===== src/rtl/addsub_pkg.sv =====
// Shared types and constants for the add/subtract arbiter slice.
package addsub_pkg;

    localparam logic OP_ADD = 1'b0;
    localparam logic OP_SUB = 1'b1;

    typedef enum logic [1:0] {
        IDLE = 2'd0,
        EXEC = 2'd1,
        RESP = 2'd2
    } state_e;

    // Round-robin pointer moves to the port that did not just win.
    function automatic logic other_port(input logic id);
        return ~id;
    endfunction

endpackage


===== src/rtl/addsub_core.sv =====
// Combinational ripple-carry adder/subtractor: sel=1 computes a + ~b + 1.
module addsub_core #(
    parameter int WIDTH = 4
) (
    input  logic [WIDTH-1:0] a,
    input  logic [WIDTH-1:0] b,
    input  logic             sel,
    output logic [WIDTH-1:0] sum,
    output logic             cout
);

    logic [WIDTH-1:0] b_x_s;
    logic [WIDTH:0]   carry_s;

    assign b_x_s = b ^ {WIDTH{sel}};

    // Ripple chain; carry-in equals sel so subtraction becomes two's complement.
    always_comb begin
        carry_s    = {(WIDTH+1){1'b0}};
        sum        = {WIDTH{1'b0}};
        carry_s[0] = sel;
        for (int i = 0; i < WIDTH; i++) begin
            sum[i]       = a[i] ^ b_x_s[i] ^ carry_s[i];
            carry_s[i+1] = (a[i] & b_x_s[i]) | (a[i] & carry_s[i]) | (b_x_s[i] & carry_s[i]);
        end
        cout = carry_s[WIDTH];
    end

endmodule


===== src/rtl/addsub_arbiter.sv =====
// Round-robin arbiter sharing one addsub_core between two requesters.
module addsub_arbiter
    import addsub_pkg::*;
#(
    parameter int WIDTH = 4
) (
    input  logic             clk,
    input  logic             rst,
    input  logic             req0,
    input  logic             sel0,
    input  logic [WIDTH-1:0] a0,
    input  logic [WIDTH-1:0] b0,
    output logic             gnt0,
    output logic             done0,
    input  logic             req1,
    input  logic             sel1,
    input  logic [WIDTH-1:0] a1,
    input  logic [WIDTH-1:0] b1,
    output logic             gnt1,
    output logic             done1,
    output logic [WIDTH-1:0] result,
    output logic             cout,
    output logic             busy
);

    state_e           state_q, state_d;
    logic             ptr_q, ptr_d;
    logic             owner_q, owner_d;
    logic             op_sel_q, op_sel_d;
    logic [WIDTH-1:0] op_a_q, op_a_d;
    logic [WIDTH-1:0] op_b_q, op_b_d;
    logic [WIDTH-1:0] result_q, result_d;
    logic             cout_q, cout_d;
    logic             done0_q, done0_d;
    logic             done1_q, done1_d;
    logic             busy_q, busy_d;
    logic             gnt0_s, gnt1_s;
    logic [WIDTH-1:0] core_sum_s;
    logic             core_cout_s;

    addsub_core #(.WIDTH(WIDTH)) u_core (
        .a    (op_a_q),
        .b    (op_b_q),
        .sel  (op_sel_q),
        .sum  (core_sum_s),
        .cout (core_cout_s)
    );

    // Next-state, arbitration and operand/result capture.
    always_comb begin
        state_d  = state_q;
        ptr_d    = ptr_q;
        owner_d  = owner_q;
        op_sel_d = op_sel_q;
        op_a_d   = op_a_q;
        op_b_d   = op_b_q;
        result_d = result_q;
        cout_d   = cout_q;
        done0_d  = 1'b0;
        done1_d  = 1'b0;
        gnt0_s   = 1'b0;
        gnt1_s   = 1'b0;
        case (state_q)
            IDLE: begin
                // Port 0 wins when alone or when the pointer favours it.
                if (req0 && (!req1 || (ptr_q == 1'b0))) begin
                    gnt0_s   = 1'b1;
                    owner_d  = 1'b0;
                    op_sel_d = sel0;
                    op_a_d   = a0;
                    op_b_d   = b0;
                    ptr_d    = other_port(1'b0);
                    state_d  = EXEC;
                end else if (req1) begin
                    gnt1_s   = 1'b1;
                    owner_d  = 1'b1;
                    op_sel_d = sel1;
                    op_a_d   = a1;
                    op_b_d   = b1;
                    ptr_d    = other_port(1'b1);
                    state_d  = EXEC;
                end else begin
                    state_d  = IDLE;
                end
            end
            EXEC: begin
                result_d = core_sum_s;
                cout_d   = core_cout_s;
                done0_d  = (owner_q == 1'b0);
                done1_d  = (owner_q == 1'b1);
                state_d  = RESP;
            end
            RESP: begin
                state_d = IDLE;
            end
            default: begin
                state_d = IDLE;
            end
        endcase
        busy_d = (state_d != IDLE);
    end

    // State, pointer, operand latch and registered outputs.
    always_ff @(posedge clk or posedge rst) begin
        if (rst) begin
            state_q  <= IDLE;
            ptr_q    <= 1'b0;
            owner_q  <= 1'b0;
            op_sel_q <= 1'b0;
            op_a_q   <= {WIDTH{1'b0}};
            op_b_q   <= {WIDTH{1'b0}};
            result_q <= {WIDTH{1'b0}};
            cout_q   <= 1'b0;
            done0_q  <= 1'b0;
            done1_q  <= 1'b0;
            busy_q   <= 1'b0;
        end else begin
            state_q  <= state_d;
            ptr_q    <= ptr_d;
            owner_q  <= owner_d;
            op_sel_q <= op_sel_d;
            op_a_q   <= op_a_d;
            op_b_q   <= op_b_d;
            result_q <= result_d;
            cout_q   <= cout_d;
            done0_q  <= done0_d;
            done1_q  <= done1_d;
            busy_q   <= busy_d;
        end
    end

    // Grant is the sampling strobe in IDLE, so it is held low while reset is applied.
    assign gnt0   = gnt0_s & ~rst;
    assign gnt1   = gnt1_s & ~rst;
    assign done0  = done0_q;
    assign done1  = done1_q;
    assign result = result_q;
    assign cout   = cout_q;
    assign busy   = busy_q;

endmodule


===== config.mk =====
export PLATFORM = sky130hd
export DESIGN_NAME = addsub_arbiter
export DESIGN_NICKNAME = d
export VERILOG_FILES = /design/src/rtl/addsub_pkg.sv /design/src/rtl/addsub_core.sv /design/src/rtl/addsub_arbiter.sv
export SDC_FILE = /design/constraint.sdc
export NUM_CORES = 1
export LEC_CHECK = 0
export BUFFER_PORTS_ARGS = -buffer_cell sky130_fd_sc_hd__buf_4
export CORE_MARGIN = 2
export CORE_UTILIZATION = 52
export DETAILED_ROUTE_END_ITERATION = 7
export GPL_TIMING_DRIVEN = 1
export PLACE_DENSITY = 0.81
export SYNTH_ARGS = -nofsm -noshare
export SYNTH_HDL_FRONTEND = slang
export SYNTH_SLANG_ARGS = --single-unit

===== constraint.sdc =====
create_clock -name clk -period 5.7 [get_ports clk]
set_clock_uncertainty 0.15 [all_clocks]
set_input_delay 0.855 -clock clk [delete_from_list [all_inputs] [get_ports clk]]
set_output_delay 0.855 -clock clk [all_outputs]
set_load 0.02 [all_outputs]

==> results of run 1 <==
flip-flops by register name, summed over array words and instances, names as in the netlist:
name	flops
state_q	2
cout	1
op_sel_q	1
result	4
done1	1
done0	1
op_a_q	4
ptr_q	1
busy	1
owner_q	1
op_b_q	4
report_power, final:
group | internal, uW | switching, uW | total (uW)
registers | 223 | 52.2 | 275
logic | 180 | 175 | 356
clock network | 27.4 | 44.9 | 72.2
synthesized netlist by cell type:
library cell / instances / area [um^2]
buf_2: 1 / 5.00
mux2_2: 4 / 45.0
nand2_1: 3 / 11.3
buf_6: 2 / 22.5
o21ai_2: 1 / 8.76
o21ai_0: 2 / 10.0
a221o_2: 1 / 11.3
dfrtp_1: 21 / 526
nor2_4: 1 / 11.3
a21o_2: 1 / 8.76
nor2_1: 1 / 3.75
and3_1: 8 / 50.1
and3_2: 2 / 15.0
and2_1: 1 / 6.26
a221o_1: 8 / 80.1
xnor2_1: 2 / 17.5
a22o_2: 1 / 10.0
nand2b_1: 2 / 12.5
and2_2: 1 / 7.51
buf_4: 1 / 7.51
a21boi_1: 1 / 7.51
and3_4: 1 / 11.3
inv_1: 6 / 22.5
xor2_1: 2 / 17.5
clkbuf_1: 1 / 3.75
fa_1: 3 / 60.1
cell families (layout without fill, tap and decap cells):
family	Yosys count	in the layout
xor+xnor	4	4
mux	4	4
compound gates	15	15
buf+inv	11	41
simple gates	20	20
flops	21	21
fa+ha+maj	3	3
metal layers:
| layer | vias up | track usage [%] | part of all wire [%] |
|---|---|---|---|
| met1 | 327 | 24.0 | 42 |
| met5 | - | 0 | 0 |
| met4 | 0 | 8.11 | 1.9 |
| li1 | 335 | - | - |
| met2 | 27 | 32.5 | 49 |
| met3 | 5 | 3.77 | 6.5 |
area by class of cell:
| cell class | count | area (um^2) |
|---|---|---|
| multi-input combinational | 46 | 405 |
| clock buffer | 4 | 26.3 |
| tap | 25 | 31.3 |
| timing repair buffer | 31 | 233 |
| sequential | 21 | 526 |
| inverter | 6 | 22.5 |
| fill | 150 | 520 |
per-stage QoR:
stage / hold WS [ps] / instance area, um^2 / power (uW) / setup slack [ps]
after floorplan: 268 / 992 / 539 / 3000
after detailed placement: 301 / 1220 / 642 / 2660
after global routing: 331 / 1240 / 763 / 2550
after global placement: 288 / 1220 / 612 / 2670
after CTS: 318 / 1240 / 710 / 2650
final: 313 / 1240 / 703 / 2710
final timing paths:
path,from,endpoint,slack [ps],depth (start not counted)
hold / removal,owner_q,done0,310,1
setup / recovery,rst,gnt0,2710,4
setup reg to reg,op_b_q[0],result[3],3300,7
min in group asynchronous,rst,result[0],530,2
hold reg to reg,owner_q,done0,310,1
max in group asynchronous,rst,op_a_q[3],4390,2
==> metrics.md, run 1 <==
| Metric | Value |
|---|---|
| Status | completed |
| Worst EP arrival | 1980 ps |
| Syn_area_per_cell | 12.7 um^2 |
| Worst path buffer plus inverter count | 3 |
| Root buffer cell | clkbuf_4 |
| Worst setup SP type | input pin |
| H-Tree Depth | 1 |
| Register bit count reported by yosys | 21 |
| Vias in the first global route | 657 |
| WL final | 1.81 mm |
| Share of cells above drive strength 1 | 43.5% |
| Port bufs | 31 |
| Seq/Total Area, Yosys | 53.0% |
| Maxcap violations | 0 |
| CP most frequent cell | buf_4 |
| Post_cts resized | 0 |
| Initial Utilization | 56.2% |
| Final min period | 2990 ps |
| Crit Path Class | input pin to primary output |
| Multiplexer share of the synthesized area | 4.54% |
| Maximum number of pins on one net before global-route repair | 24 |
| Core Util, Final | 70.5% |
| Commonest non-fill, non-tap cells in the layout | buf_4, dfrtp_1, and3_1, a221o_1, inv_1 |
| Worst-skew pair later-pin latency | 310 ps |
| Post-CTS Setup Bufs | 0 |
| Critical-path top delay cell | inv_1 |
| Yosys warnings | 0 |
| Synth Area in Simple Gates | 13.0% |
| First-pass GRT wire length | 2.92 mm |
| Yosys cell types | 26 |
| Core Area | 0.00176 mm^2 |
| Worst-Margin Slew | 780 ps |
| Mapped Area | 992 um^2 |
| Endpoints failing hold | 0 |
| Worst Path Required | 4700 ps |
| Crit path largest cell delay | 560 ps |
| Crit-path cells | buf_4, inv_1, and3_2, buf_4 |
| Synth Area in Adders | 6.05% |
| TritonCTS clock tree | yes |
| Fmax | 335 MHz |
| Clk slew on worst S/H paths | 110 ps |
| Initial antenna violation count | 0 |
| Cells after DPL | 129 |
| Layout overhead on the synthesized area | 25.3% |
| DR vias/cell | 5.22 |
| CTS sink count | 21 |
| CP Max Fanout | 23 |
| TritonCTS buffer count | 3 |
| Die Y | 47.7 um |
| CTS Hold Buffers Added | 0 |
| Syn nets | 103 |
| Hold Crit Class | register to register |
| Post-synthesis compound-gate area fraction | 13.7% |
| Syn Inst Count | 78 |
| Clk buf depth | 2 |
| Non-Filler Instances | 133 |
| NumNets Final | 134 |
| Rows | 15 |
| Final ANT Viol Nets | 0 |
| DIE WIDTH | 47.7 um |
| Avg WL per Cell | 13.6 um |
| DRT Pass-1 Iters | 4 |
| Total track usage | 19.2% |
| Die ar. | 0.00227 mm^2 |
| Largest delay contributor family on the critical path | buffers and inverters |
| Leakage | 0.000650 uW |
| Pwr per Cell Area | 565 mW/mm^2 |
| Xor/xnor share of the synthesized area | 3.53% |
| VDD IR max | 333 uV |
| Via Count | 694 |
| # diodes | 0 |
| RSZ-0062 raised after global routing | no |
| Detail Placement HPWL | 1.45 mm |
| Relative slew slack | 48.0% |
| Setup_tns | 0 ps |
| Final setup violation count | 0 |
| Max Slew Vio Count | 0 |
| Largest family of logic cells by synthesized area | compound AO/OA/AOI/OAI gates |
| Final global-route overflow total | 0 |
| Commonest non-fill, non-tap cell in the layout | buf_4 |
| Placer congestion estimate | 0.677 |
| Initial drt markers | 3 |
| CP endpoint kind | primary output |
| Drc violations | 0 |
| Final critical-path share of the clock period | 52.4% |
| Boundary Pins | 32 |
Note: power is estimated with default switching activity, not from simulation.
==> run 2, diff against run 1 <==
Settings changed: CORE_UTILIZATION 52 to 44, PLACE_DENSITY 0.81 to 0.73.
Clock period 5.7 ns to 2.62 ns, I/O delays scaled along.
==> run 2 against run 1 <==
  * Design area grew 1.6%
  * Sequential power grew 120%
  * Hold slack lost 270 ps
  * Die area grew 17%
  * Global-route usage shrank 1.8 points
  * Largest power group unchanged
  * Highest routed layer unchanged
==> metrics.md, run 2 (same netlist as run 1, synthesis figures left out) <==
| Metric | Value |
|---|---|
| R2r endpoint | result[3] |
| Maximum number of pins on one net before global-route repair | 22 |
| Detail Placement HPWL | 1.38 mm |
| Boundary Pins | 32 |
| DR vias/cell | 5.15 |
| Share of cells above drive strength 1 | 45.5% |
| Relative slew slack | 61.9% |
| Final global-route overflow total | 0 |
| Final critical-path share of the clock period | 89.2% |
| Worst Path Required | 2670 ps |
| # diodes | 0 |
| CP Max Fanout | 5 |
| Total track usage | 17.4% |
| DIE WIDTH | 51.5 um |
| Worst R2R Path Depth | 7 |
| CP most frequent cell | fa_1 |
| FF-to-FF setup slack | 280 ps |
| Commonest non-fill, non-tap cells in the layout | buf_4, dfrtp_1, and3_1, a221o_1, inv_1 |
| RSZ-0062 raised after global routing | no |
| Max Slew Vio Count | 0 |
| Clk buf depth | 2 |
| Die ar. | 0.00265 mm^2 |
| Endpoints failing hold | 0 |
| Crit Path Class | register to register |
| Root buffer cell | clkbuf_4 |
| Worst path buffer plus inverter count | 2 |
| Vias in the first global route | 718 |
| Largest delay contributor family on the critical path | adder cells |
| H-Tree Depth | 1 |
| Post_cts resized | 0 |
| Hold Crit Class | input pin to asynchronous set/reset pin |
| Crit path largest cell delay | 460 ps |
| Avg WL per Cell | 13.5 um |
| CP endpoint kind | register |
| Worst-Margin Slew | 571 ps |
| Maxcap violations | 0 |
| TritonCTS buffer count | 3 |
| Worst EP arrival | 2390 ps |
| Clk slew on worst S/H paths | 120 ps |
| Post-CTS Setup Bufs | 0 |
| Pwr per Cell Area | 1200 mW/mm^2 |
| Rows | 17 |
| Crit-path cells | mux2_2, fa_1, inv_1, fa_1, inv_1, fa_1, mux2_2 |
| Via Count | 711 |
| Worst setup SP type | register |
| Initial drt markers | 13 |
| Initial Utilization | 45.7% |
| Layout overhead on the synthesized area | 27.4% |
| Critical-path top delay cell | dfrtp_1 |
| Cells after DPL | 134 |
| CTS sink count | 21 |
| Status | completed |
| Commonest non-fill, non-tap cell in the layout | buf_4 |
| Final min period | 2340 ps |
| Worst reg2reg path startpoint | op_sel_q |
| VDD IR max | 597 uV |
| TritonCTS clock tree | yes |
| Non-Filler Instances | 138 |
| Fmax | 428 MHz |
| Final setup violation count | 0 |
| Leakage | 0.000662 uW |
| Drc violations | 0 |
| Placer congestion estimate | 0.734 |
| Final ANT Viol Nets | 0 |
| CTS Hold Buffers Added | 0 |
| Port bufs | 31 |
| WL final | 1.86 mm |
| Worst-skew pair later-pin latency | 300 ps |
| Core Area | 0.00217 mm^2 |
| Setup_tns | 0 ps |
| Die Y | 51.5 um |
| Initial antenna violation count | 0 |
| NumNets Final | 136 |
| DRT Pass-1 Iters | 4 |
| Core Util, Final | 58.2% |
| First-pass GRT wire length | 3.33 mm |
[run 2: per-stage QoR]
step	hold slack (ps)	instance area, um^2	worst slack [ps]	power (uW)
after detailed placement	290	1240	285	1380
after global routing	60.4	1260	165	1660
after global placement	282	1240	341	1350
after floorplan	230	992	373	1170
after CTS	44.9	1260	266	1540
final	45.4	1260	282	1510
[run 2: where the power goes]
part / switching (uW) / total, uW / internal [uW]
Sequential: 111 / 596 / 484
Clock: 96.3 / 153 / 56.9
Combinational: 377 / 764 / 387
Total: 585 / 1510 / 929
[run 2: cell type report]
cell class,count,area (um^2)
clock buffers,3,22.5
flip-flops and latches,21,526
clock inverters,1,5.00
well taps,28,35.0
fillers,193,906
inverters,6,22.5
repair buffers,33,248
multi-input cells,46,405
[run 2: worst max-delay path by stage]
stage / start / endpoint / slack (ps) / cells past startpoint
after global placement: op_b_q[0] / result[3] / 340 / 7
after CTS: op_sel_q / result[3] / 270 / 7
after global routing: op_b_q[0] / result[3] / 160 / 7
final: op_sel_q / result[3] / 280 / 7
after floorplan: op_b_q[0] / result[3] / 370 / 7
after detailed placement: op_sel_q / result[3] / 290 / 7
[run 2: worst min-delay path, cell delays in order]
cell	delay (ps)
buf_4	110
inv_1	100
buf_4	290
[run 2: routing by layer]
layer / vias up / track usage (%) / part of all wire, %
met3: 4 / 3.22 / 5.0
met1: 340 / 22.1 / 44
li1: 341 / - / -
met4: 0 / 8.77 / 2.3
met5: - / 0 / 0
met2: 26 / 28.2 / 49
==> run 3, diff against run 2 <==
Settings changed: CORE_UTILIZATION 44 to 53, PLACE_DENSITY 0.73 to 0.82, SYNTH_HIERARCHICAL set to 1.
Clock period 2.62 ns to 2.7 ns, I/O delays scaled along.
==> run 3 against run 2 <==
  * Maximum frequency up 0.44%
  * Sequential share of layout area shrank 1.2 points
  * Routed wire length is 10% higher
  * Design area increased by 3.1%
  * Synthesized area increased by 2.6%
  * Critical path depth unchanged
  * Non-clock buffer count increased by 1
  * Clock power is essentially flat
  * Critical endpoint is now result[3]
==> metrics.md, run 3 <==
| Metric | Value |
|---|---|
| Design area | 0.00130 mm^2 |
| Relative slew slack | 73.5% |
| VDD IR max | 662 uV |
| Seq/Total Area, Yosys | 51.6% |
| Clk buf depth | 2 |
| Root buffer cell | clkbuf_4 |
| Top Usage Layer GRT | met2 |
| Met1 Usage GRT | 28.5% |
| Dpl cell area | 0.00127 mm^2 |
| Sw power | 630 uW |
| Total track usage | 21.4% |
| Avg WL per Cell | 13.2 um |
| Initial Utilization | 57.7% |
| Yosys cell types | 22 |
| Sequential Power Share | 38.2% |
| Worst path buffer plus inverter count | 2 |
| Final global-route overflow total | 0 |
| Post-synth EDFFs | 0 |
| First-pass GRT wire length | 3.33 mm |
| Crit Path Class | register to register |
| Asr flop ratio synth | 100% |
| Final min period | 2330 ps |
| Commonest non-fill, non-tap cells in the layout | buf_4, dfrtp_1, nand2_1 |
| Vias in the first global route | 740 |
| Max Slew Vio Count | 0 |
| Drc violations | 0 |
| Maxcap violations | 0 |
| Initial drt markers | 5 |
| Pwr per Cell Area | 1180 mW/mm^2 |
| Clk pwr share | 9.8% |
| Fmax | 430 MHz |
| CP most frequent cell | fa_1 |
| Status | completed |
| Endpoints failing hold | 0 |
| Levels on crit path | 7 |
| Crit-path cells | mux2_2, fa_1, inv_1, fa_1, inv_1, fa_1, mux2_2 |
| Switching Fraction | 41.0% |
| Worst Path Required | 2750 ps |
| Worst-Margin Slew | 397 ps |
| NumNets Final | 156 |
| CP Max Fanout | 5 |
| Fill count | 145 |
| Hold Crit Class | input pin to register |
| Met3 GRT Util | 3.77% |
| Critical-path top delay cell | dfrtp_1 |
| Mapped Area | 0.00102 mm^2 |
| Post-CTS Setup Bufs | 0 |
| Syn nets | 122 |
| Met2 Use GR | 34.9% |
| Post_cts resized | 0 |
| Comb power frac | 52.0% |
| Seq. cell area | 526 um^2 |
| Maximum number of pins on one net before global-route repair | 16 |
| Worst R2R Path Depth | 7 |
| Synth top cells by count | dfrtp_1, nand2_1, a21oi_1, a31oi_1, inv_1 |
| Hold path depth | 2 |
| Syn_area_per_cell | 10.5 um^2 |
| H-Tree Depth | 1 |
| Most common cell in the netlist | dfrtp_1 |
| TritonCTS clock tree | yes |
| Layout overhead on the synthesized area | 27.9% |
| Syn Inst Count | 97 |
| Share of cells above drive strength 1 | 35.4% |
| CP endpoint kind | register |
| Port bufs | 31 |
| Clk slew on worst S/H paths | 120 ps |
| Design Power | 1530 uW |
| Placer congestion estimate | 0.738 |
| Worst setup SP type | register |
| Area share of the leading cell type in the synthesized netlist | 51.6% |
| Yosys warnings | 6 |
| WL final | 2.05 mm |
| Final setup violation count | 0 |
| Setup_tns | 0 ps |
| Yosys top cell by area | dfrtp_1 |
| DIE WIDTH | 47.8 um |
| Internal cell power | 905 uW |
| Multi-input gate area | 429 um^2 |
| Top flip-flop cell by instance count after synthesis | dfrtp_1 |
| Largest delay contributor family on the critical path | adder cells |
| Final ANT Viol Nets | 0 |
| Detail Placement HPWL | 1.54 mm |
| Worst-skew pair later-pin latency | 300 ps |
| Via Count | 816 |
| DRT Pass-1 Iters | 4 |
| Synth area leaders | dfrtp_1, nand2_1, mux2_2, a31oi_1, fa_1 |
| DR vias/cell | 5.26 |
| CTS sink count | 21 |
| CTS Hold Buffers Added | 1 |
| Commonest non-fill, non-tap cell in the layout | buf_4 |
| Core Area | 0.00176 mm^2 |
| Worst EP arrival | 2380 ps |
| Final critical-path share of the clock period | 86.2% |
| RSZ-0062 raised after global routing | no |
| Leakage | 0.000640 uW |
| TritonCTS buffer count | 3 |
| Rows | 15 |
| Crit path largest cell delay | 460 ps |
| Die Y | 47.8 um |
| Boundary Pins | 32 |
| Initial antenna violation count | 0 |
| Die ar. | 0.00229 mm^2 |
| Register bit count reported by yosys | 21 |
| # diodes | 0 |
-- run 3: cell count changes in the layout (fill, tap and decap cells not counted), moves of 2 or more --
| cell | change |
|---|---|
| a31oi_1 | +10 |
| a221o_1 | -8 |
| a21oi_1 | +10 |
| and3_2 | -2 |
| o21ai_0 | -2 |
| mux2_2 | +2 |
| nand2_1 | +16 |
| and3_1 | -7 |
-- run 3: cell families (layout without fill, tap and decap cells) --
kind of cell	count (synthesis)	after routing	synth area share (%)
AO/OA/AOI/OAI	23	23	13.5
XOR/XNOR	4	4	3.44
adder cells (fa/ha/maj)	3	3	5.90
buffers and inverters	13	46	6.27
flip-flops	21	21	51.6
multiplexers	6	6	6.63
AND/OR/NAND/NOR	27	27	12.7
-- run 3: metal layers --
| metal | vias up | wire length, um |
|---|---|---|
| met1 | 392 | 854 |
| met3 | 5 | 101 |
| met2 | 31 | 1060 |
| met4 | 0 | 34 |
| li1 | 388 | - |
| met5 | - | 0 |
-- run 3: worst reg2reg max path: cells and delay by family, from the launching register on --
family	cells	cell delay (ps)
adders and majority gates	3	940
DFF	1	460
buffers and inverters	2	130
muxes	2	560
-- run 3: area by class of cell --
class / instances / share of cell area, %
Clock buffer: 4 / 2.02
Sequential cell: 21 / 40.3
Timing Repair Buffer: 34 / 19.8
Inverter: 8 / 2.50
Tap cell: 25 / 2.40
Multi-Input combinational cell: 63 / 32.9
-- run 3: final timing paths --
| check | to | startpoint | slack [ps] |
|---|---|---|---|
| worst max-delay path | result[3] | op_sel_q | 370 |
| worst min-delay path | ptr_q | req1 | 150 |
| worst max register to register | result[3] | op_sel_q | 370 |
| worst min register to register | done0 | owner_q | 310 |
| max in group asynchronous | op_a_q[1] | rst | 1420 |
| min in group asynchronous | result[3] | rst | 470 |
-- run 3: power by group through the flow --
| stage | clock, uW | sequential, uW | combinational [uW] |
|---|---|---|---|
| 2_1_floorplan | 0 | 647 | 513 |
| 3_3_place_gp | 0 | 588 | 782 |
| 3_5_place_dp | 0 | 594 | 802 |
| 4_1_cts | 153 | 587 | 805 |
| 5_1_grt | 164 | 602 | 900 |
| 6_report | 150 | 586 | 798 |
-- run 3: metrics by stage --
stage	worst slack (ps)	util, %	hold WS [ps]	std cells
2_1_floorplan	454	-	242	97
3_3_place_gp	426	71.8	242	150
4_1_cts	362	73.8	153	155
3_5_place_dp	377	71.8	245	150
6_report	372	73.8	152	155
5_1_grt	291	73.8	161	155
